`src/rtl/axil_pkg.sv`:
```
// Shared AXI4-Lite register-file types: response codes and read/write FSM state encodings.
package axil_pkg;

  localparam int AXIL_DATA_W = 32;

  typedef enum logic [1:0] {
    RESP_OKAY   = 2'b00,
    RESP_SLVERR = 2'b10
  } axi_resp_e;

  typedef logic [0:0] wr_state_e;
  localparam wr_state_e WR_IDLE = 1'b0;
  localparam wr_state_e WR_RESP = 1'b1;

  typedef logic [0:0] rd_state_e;
  localparam rd_state_e RD_IDLE = 1'b0;
  localparam rd_state_e RD_RESP = 1'b1;

endpackage

```
`src/rtl/axil_access_check.sv`:
```
// Combinational address/protection decode for one AXI4-Lite channel.
// Non-secure filtering on prot[1] is compiled in when SEC_PROT_CHECK_EN is defined.
module axil_access_check
  import axil_pkg::*;
#(
  parameter int ADDR_W   = 12,
  parameter int NUM_REGS = 16
) (
  input  logic [ADDR_W-1:0] addr,
  input  logic [2:0]        prot,
  output logic [ADDR_W-3:0] index,
  output logic              hit,
  output axi_resp_e         resp
);

  logic in_range;
  logic allowed;
  logic unused_bits;

  assign index    = addr[ADDR_W-1:2];
  assign in_range = 32'(index) < NUM_REGS;

`ifdef SEC_PROT_CHECK_EN
  assign allowed     = !prot[1];
  assign unused_bits = ^{addr[1:0], prot[2], prot[0]};
`else
  assign allowed     = 1'b1;
  assign unused_bits = ^{addr[1:0], prot};
`endif

  assign hit  = in_range && allowed;
  assign resp = hit ? RESP_OKAY : RESP_SLVERR;

endmodule

```
`src/rtl/axil_sec_regfile.sv`:
```
// AXI4-Lite slave register file with independent write and read FSMs.
// Optional secure-access filtering on AxPROT[1] when SEC_PROT_CHECK_EN is defined.
module axil_sec_regfile
  import axil_pkg::*;
#(
  parameter int ADDR_W   = 12,
  parameter int DATA_W   = AXIL_DATA_W,
  parameter int NUM_REGS = 16
) (
  input  logic                       ACLK,
  input  logic                       ARESETn,
  input  logic [ADDR_W-1:0]          AWADDR,
  input  logic [2:0]                 AWPROT,
  input  logic                       AWVALID,
  output logic                       AWREADY,
  input  logic [DATA_W-1:0]          WDATA,
  input  logic [DATA_W/8-1:0]        WSTRB,
  input  logic                       WVALID,
  output logic                       WREADY,
  output logic [1:0]                 BRESP,
  output logic                       BVALID,
  input  logic                       BREADY,
  input  logic [ADDR_W-1:0]          ARADDR,
  input  logic [2:0]                 ARPROT,
  input  logic                       ARVALID,
  output logic                       ARREADY,
  output logic [DATA_W-1:0]          RDATA,
  output logic [1:0]                 RRESP,
  output logic                       RVALID,
  input  logic                       RREADY,
  output logic [NUM_REGS*DATA_W-1:0] reg_o,
  output logic [NUM_REGS-1:0]        reg_wr_o
);

  localparam int STRB_W = DATA_W / 8;
  localparam int IDX_W  = (NUM_REGS > 1) ? $clog2(NUM_REGS) : 1;

  wr_state_e           wr_state;
  rd_state_e           rd_state;
  logic                aw_done, w_done;
  logic [ADDR_W-1:0]   awaddr_q;
  logic [2:0]          awprot_q;
  logic [DATA_W-1:0]   wdata_q;
  logic [STRB_W-1:0]   wstrb_q;
  axi_resp_e           bresp_q, rresp_q;
  logic [DATA_W-1:0]   regs [NUM_REGS];

  logic [ADDR_W-3:0]   wr_index, rd_index;
  logic                wr_hit, rd_hit;
  axi_resp_e           wr_resp, rd_resp;
  logic [IDX_W-1:0]    wr_sel, rd_sel;
  logic                wr_commit;
  logic                unused_idx;

  axil_access_check #(.ADDR_W(ADDR_W), .NUM_REGS(NUM_REGS)) u_wr_check (
    .addr(awaddr_q), .prot(awprot_q), .index(wr_index), .hit(wr_hit), .resp(wr_resp)
  );

  axil_access_check #(.ADDR_W(ADDR_W), .NUM_REGS(NUM_REGS)) u_rd_check (
    .addr(ARADDR), .prot(ARPROT), .index(rd_index), .hit(rd_hit), .resp(rd_resp)
  );

  assign wr_sel     = wr_index[IDX_W-1:0];
  assign rd_sel     = rd_index[IDX_W-1:0];
  assign unused_idx = ^{wr_index, rd_index};
  assign wr_commit  = (wr_state == WR_IDLE) && aw_done && w_done;
  assign BRESP      = bresp_q;
  assign RRESP      = rresp_q;

  for (genvar i = 0; i < NUM_REGS; i++) begin : g_flat
    assign reg_o[i*DATA_W +: DATA_W] = regs[i];
  end

  // Channel payloads are captured on handshake only; the done flags qualify them.
  always_ff @(posedge ACLK) begin
    if (AWVALID && AWREADY) begin
      awaddr_q <= AWADDR;
      awprot_q <= AWPROT;
    end
    if (WVALID && WREADY) begin
      wdata_q <= WDATA;
      wstrb_q <= WSTRB;
    end
  end

  always_ff @(posedge ACLK) begin
    if (!ARESETn) begin
      wr_state <= WR_IDLE;
      aw_done  <= 1'b0;
      w_done   <= 1'b0;
      AWREADY  <= 1'b0;
      WREADY   <= 1'b0;
      BVALID   <= 1'b0;
      bresp_q  <= RESP_OKAY;
    end else begin
      case (wr_state)
        WR_IDLE: begin
          if (wr_commit) begin
            aw_done  <= 1'b0;
            w_done   <= 1'b0;
            BVALID   <= 1'b1;
            bresp_q  <= wr_resp;
            wr_state <= WR_RESP;
          end else begin
            if (AWVALID && AWREADY) begin
              aw_done <= 1'b1;
              AWREADY <= 1'b0;
            end else if (!aw_done) begin
              AWREADY <= 1'b1;
            end
            if (WVALID && WREADY) begin
              w_done <= 1'b1;
              WREADY <= 1'b0;
            end else if (!w_done) begin
              WREADY <= 1'b1;
            end
          end
        end
        WR_RESP: begin
          if (BREADY) begin
            BVALID   <= 1'b0;
            AWREADY  <= 1'b1;
            WREADY   <= 1'b1;
            wr_state <= WR_IDLE;
          end
        end
        default: wr_state <= WR_IDLE;
      endcase
    end
  end

  always_ff @(posedge ACLK) begin
    if (!ARESETn) begin
      for (int i = 0; i < NUM_REGS; i++) regs[i] <= '0;
      reg_wr_o <= '0;
    end else begin
      reg_wr_o <= '0;
      if (wr_commit && wr_hit) begin
        for (int b = 0; b < STRB_W; b++) begin
          if (wstrb_q[b]) regs[wr_sel][8*b +: 8] <= wdata_q[8*b +: 8];
        end
        reg_wr_o[wr_sel] <= 1'b1;
      end
    end
  end

  // Read data is sampled from the pre-edge register image, so a same-edge write is not seen.
  always_ff @(posedge ACLK) begin
    if (!ARESETn) begin
      rd_state <= RD_IDLE;
      ARREADY  <= 1'b0;
      RVALID   <= 1'b0;
      RDATA    <= '0;
      rresp_q  <= RESP_OKAY;
    end else begin
      case (rd_state)
        RD_IDLE: begin
          if (ARVALID && ARREADY) begin
            RDATA    <= rd_hit ? regs[rd_sel] : '0;
            rresp_q  <= rd_resp;
            RVALID   <= 1'b1;
            ARREADY  <= 1'b0;
            rd_state <= RD_RESP;
          end else begin
            ARREADY <= 1'b1;
          end
        end
        RD_RESP: begin
          if (RREADY) begin
            RVALID   <= 1'b0;
            ARREADY  <= 1'b1;
            rd_state <= RD_IDLE;
          end
        end
        default: rd_state <= RD_IDLE;
      endcase
    end
  end

endmodule

```
`config.mk`:
```
export PLATFORM = sky130hd
export DESIGN_NAME = axil_sec_regfile
export DESIGN_NICKNAME = d
export VERILOG_FILES = /design/src/rtl/axil_pkg.sv /design/src/rtl/axil_access_check.sv /design/src/rtl/axil_sec_regfile.sv
export SDC_FILE = /design/constraint.sdc
export NUM_CORES = 1
export LEC_CHECK = 0
export ABC_AREA = 1
export CAP_MARGIN = 15
export CORE_MARGIN = 1
export CORE_UTILIZATION = 40
export CTS_BUF_LIST = sky130_fd_sc_hd__clkbuf_16
export CTS_CLUSTER_SIZE = 30
export DETAILED_ROUTE_END_ITERATION = 6
export DONT_BUFFER_PORTS = 1
export PLACE_DENSITY_LB_ADDON = 0.3
export SETUP_SLACK_MARGIN = 0.2
export SYNTH_ARGS = -nofsm -noshare
export SYNTH_HDL_FRONTEND = slang
export SYNTH_HIERARCHICAL = 1
export SYNTH_SLANG_ARGS = --single-unit
```
`constraint.sdc`:
```
create_clock -name ACLK -period 5.14 [get_ports ACLK]
set_clock_uncertainty 0.1 [all_clocks]
set_input_delay 1.028 -clock ACLK [delete_from_list [all_inputs] [get_ports ACLK]]
set_output_delay 1.028 -clock ACLK [all_outputs]
set_load 0.005 [all_outputs]
```
# Word-level counts from Yosys, hierarchy flattened
# Memories as Yosys holds them, arrays and structs flattened.
# Index checks and enable logic that the tools add are counted.
[totals]
mem_bits_ro = 0
mem_bits_rw = 512
output_inout_bits = 569
word_cells = 102
ff_bits = 109
memories = 1
latchBits = 0
inputBits = 73
[mem_list]
columns = ["name", "depth", "width", "rd", "rd_clocked_by_memory_dff", "wr", "line_no", "text"]
rows = [
  ["regs", 16, 32, 17, 0, 16, "axil_sec_regfile.sv:46", "logic [DATA_W-1:0] regs [NUM_REGS];"],
]
[op_classes]
add_sub_neg = 0
eq_ne = 7
n_mux = 53
n_mul = 0
n_bitwise = 2
order_cmp = 4
n_reduce_logical = 19
shift = 0
div = 0
[op_table]
columns = ["cell", "n"]
rows = [
  ["$mux 32", 2],
  ["$mux 1", 39],
  ["$reduce_or 32->1", 1],
  ["$lt 10x5->1 const B", 2],
  ["$pmux 1 s2", 7],
  ["$reduce_and 2->1", 7],
  ["$ne 2x2->1 const B", 5],
  ["$mux 4", 2],
  ["$logic_and 1x1->1", 7],
  ["$ne 3x2->1 const B", 2],
  ["$reduce_and 3->1", 2],
  ["$lt 4x5->1 const B", 1],
  ["$demux 1 s4", 1],
  ["$ge 4x1->1 const B", 1],
  ["$mux 2", 2],
  ["$reduce_bool 2->1", 2],
  ["$not 1->1", 2],
]

# Logic depth before layout (Yosys ltp)
[logic_depth]
word_depth = 9
ltp_mapped = 13
depth_no_buf = 9

# Cells and area by module
# The synthesis kept the hierarchy.
[by_module_without_submodules]
columns = ["module", "area_per_inst_um2", "seq_area_each_um2", "n_inst", "cells_per_inst"]
rows = [
  ["axil_sec_regfile", 28426.0, 18127.4, 1, 3100],
  ["axil_access_check", 113.9, 0.0, 2, 19],
]

# Worst setup path before layout
# Ideal clock, no wire load.
[synth_timing]
kind = "input to register"
from = "in ARESETn"
to = "mem regs[11][16] (netlist name) (enable)"
path_slack_ps = 2542
arrival_ps = 2169
n_path_buf = 1
required_ps = 4711
setup_time_ps = 329
stages = 7
path_cell_list = "clkbuf_1 -> inv_2 -> nor2_8 -> nand3_4 -> nor2_4 -> nand2_4 -> nand2_1"
[synth_lines]
columns = ["element", "line_no", "text"]
rows = [
  ["from (decl)", "axil_sec_regfile.sv:11", "input logic ARESETn,"],
  ["to (decl)", "axil_sec_regfile.sv:46", ""],
]

==> implementation parameters <==
Parameter                              Value

Setup path
  Cells along the critical path ... nor2_1 -> nand2_1 -> nor2_1 -> nand2_2 -> nor2_8 -> nand2_2 -> nor2_4 -> nand2_2 -> nand2_1
  Startpoint type of the worst setup path ... flip-flop
  Arrival time worst endpoint ... 3.18 ns
  Beginning of the worst register-to-register path ... awaddr_q[10]
  Setup crit start ... awaddr_q[10]
  FF-to-FF path depth ... 9
  Worst Setup End Kind ... flip-flop
  Slowest library cell on the worst path ... nor2_4
  Setup CP Type ... reg -> reg
  Most prevalent standard cell on the critical path ... nand2_2
  Delay of the slowest cell on the worst path ... 0.59 ns
  Peak fanout along the critical path ... 9
  Required arrival time at the worst endpoint ... 5.30 ns

CTS
  Post-CTS Setup Inserts ... 0
  Number of cells upsized or downsized after cts ... 0
  Root buffer selected by CTS ... clkbuf_16
  CTS tree ... built
  H-tree Lvls ... 3
  Clk sinks ... 619
  Cts bufs inserted ... 70
  Clock latency of the later-clocked register in the worst-skew pair ... 0.61 ns
  Clock Tree Buf Depth ... 3
  Total of hold buffers inserted after clock tree synthesis ... 0
  Clock-pin slew on the worst setup and hold paths ... 0.06 ns

Layout
  Synth-to-layout area growth ... 10.2%
  FF/Latch Area ... 0.0180 mm2
  Share of layout cells above drive strength 1 ... 6.40%
  Fin nets ... 3115
  Post-route core utilization ... 44.6%
  Fill cells ... 6751
  Area occupied by multi-input gates ... 0.00808 mm2

Global routing
  Remaining global-route overflow ... 0
  Global-route usage over all layers ... 27.8%
  Vias in the first global route ... 19600
  Wire length of the first global-routing pass ... 143000 um
  Antenna violations before repair ... 2
  Maximum number of pins on one net before global-route repair ... 258

Floorplan
  Vertical die dimension ... 269 um
  Initial Util ... 40.5%
  Die Width ... 269 um
  # IOs ... 642
  Rows ... 97
  Die area ... 0.0721 mm2
  Floorplan core area ... 0.0701 mm2

STA
  Period minus WS final ... 3.02 ns
  Slew @ Worst Pin ... 0.996 ns
  Upper clock frequency limit ... 331 MHz
  Crit share post-route ... 58.7%
  Total Negative Setup Slacks ... 0 ns
  Final Max Slew Viols ... 0
  Number of hold violations in the final report ... 0
  Setup slack of the critical path after layout ... 2.12 ns
  Normalized max-slew margin ... 33.5%
  Tightest hold margin ... 0.386 ns
  Total setup violations reported at the end of the flow ... 0
  RSZ-0062 raised after global routing ... no

Synth
  Total of warnings raised by yosys ... 6
  Net count after synthesis ... 3194
  Post-synthesis average cell area ... 9.10 um2
  Summed instance area of the synthesized netlist ... 0.0284 mm2
  Synthesized instance count ... 3121

Detailed routing
  Post-detailed-route count of antenna-violating nets ... 0
  Vias ... 21600
  Vias per std cell ... 5.36
  First-pass detailed-route iteration total ... 5
  Total routed wirelength ... 104000 um
  Mean routed wirelength per cell ... 25.9 um
  Residual DRC ... 0
  Drt initial violations ... 2341

Placed design
  Final estimated routing congestion in global placement ... 0.895
  Worst slack after detailed placement ... 1.69 ns
  Detail Placement HPWL ... 71300 um
  Port Buf Inserts ... 0

Run status
  Status ... finished clean

Pwr
  Highest ir drop seen on vdd ... 0.273 mV
  Total power consumption of the routed design ... 11.4 mW
  Power per cell area ... 365 mW/mm2
  Leak pwr ... 13.7 nW

Min path
  Hold path cells ... 2
  Startpoint of the most critical hold path ... BRESP[1]
  Hold/Removal Path Class ... reg -> reg

Flow run
  Number of violations of the max-capacitance limit ... 0
==> final cells by class <==
cell class / instances / area share [%]
antenna: 2 / 0.0160
clock buffer: 72 / 5.76
clock inverter: 52 / 1.32
inverter: 438 / 5.28
multi-input combinational: 1890 / 25.8
sequential: 619 / 57.4
tap: 940 / 3.76
timing repair buffer: 23 / 0.631
==> sequential cells by signal (all words and copies together), names as in the netlist <==
signal and count:
RRESP 2, AWREADY 1, wr_state 1, BVALID 1, w_done 1, RDATA 32, reg_wr_o 16, RVALID 1
ARREADY 1, BRESP 2, regs 512, aw_done 1, WREADY 1, awaddr_q 10, wdata_q 32, wstrb_q 4
rd_state 1
==> layer usage <==
layer	global-route usage, %	wire length (um)	up-vias
met5	0	13	-
met3	9.86	13200	222
met4	11.7	4490	2
met2	44.1	48500	1327
met1	34.3	38300	10400
li1	-	-	9714
==> report_power, final <==
group	switching [mW]	internal (mW)
Combinational	0.504	0.158
Clock	2.09	2.84
Sequential	0.186	5.64
==> metrics by stage <==
stage               instance area, um2  cells
floorplan                        28400   3121
global placement                 29100   3910
detailed placement               29100   3910
CTS                              31300   4034
global route                     31300   4034
finish                           31300   4036
==> worst max-delay path: cells and delay by family (launching register included) <==
family | cells | cell delay (ns)
simple gates | 9 | 2.17
flops | 1 | 0.37
==> final timing paths <==
check | slack [ns] | endpoint
setup reg to reg | 2.12 | regs[3][1]
setup / recovery | 2.12 | regs[3][1]
hold reg to reg | 0.39 | BRESP[1]
hold / removal | 0.39 | BRESP[1]
==> layout by cell type (no fill, tap or decap) <==
master / instances
a211oi_1: 2
a21oi_1: 40
a221oi_1: 1
buf_12: 2
buf_4: 21
bufinv_16: 6
clkbuf_16: 72
clkinv_1: 13
clkinv_2: 11
clkinv_8: 1
clkinvlp_4: 4
conb_1: 2
dfxtp_1: 61
diode_2: 2
edfxtp_1: 558
inv_1: 445
inv_2: 4
inv_4: 1
inv_6: 4
inv_8: 1
nand2_1: 840
nand2_2: 27
nand2_4: 24
nand3_1: 387
nand3_2: 1
nand3_4: 2
nor2_1: 544
nor2_2: 1
nor2_4: 11
nor2_8: 4
nor3_1: 1
o21ai_0: 2
or2_2: 1
(Power assumes the default switching activity.)
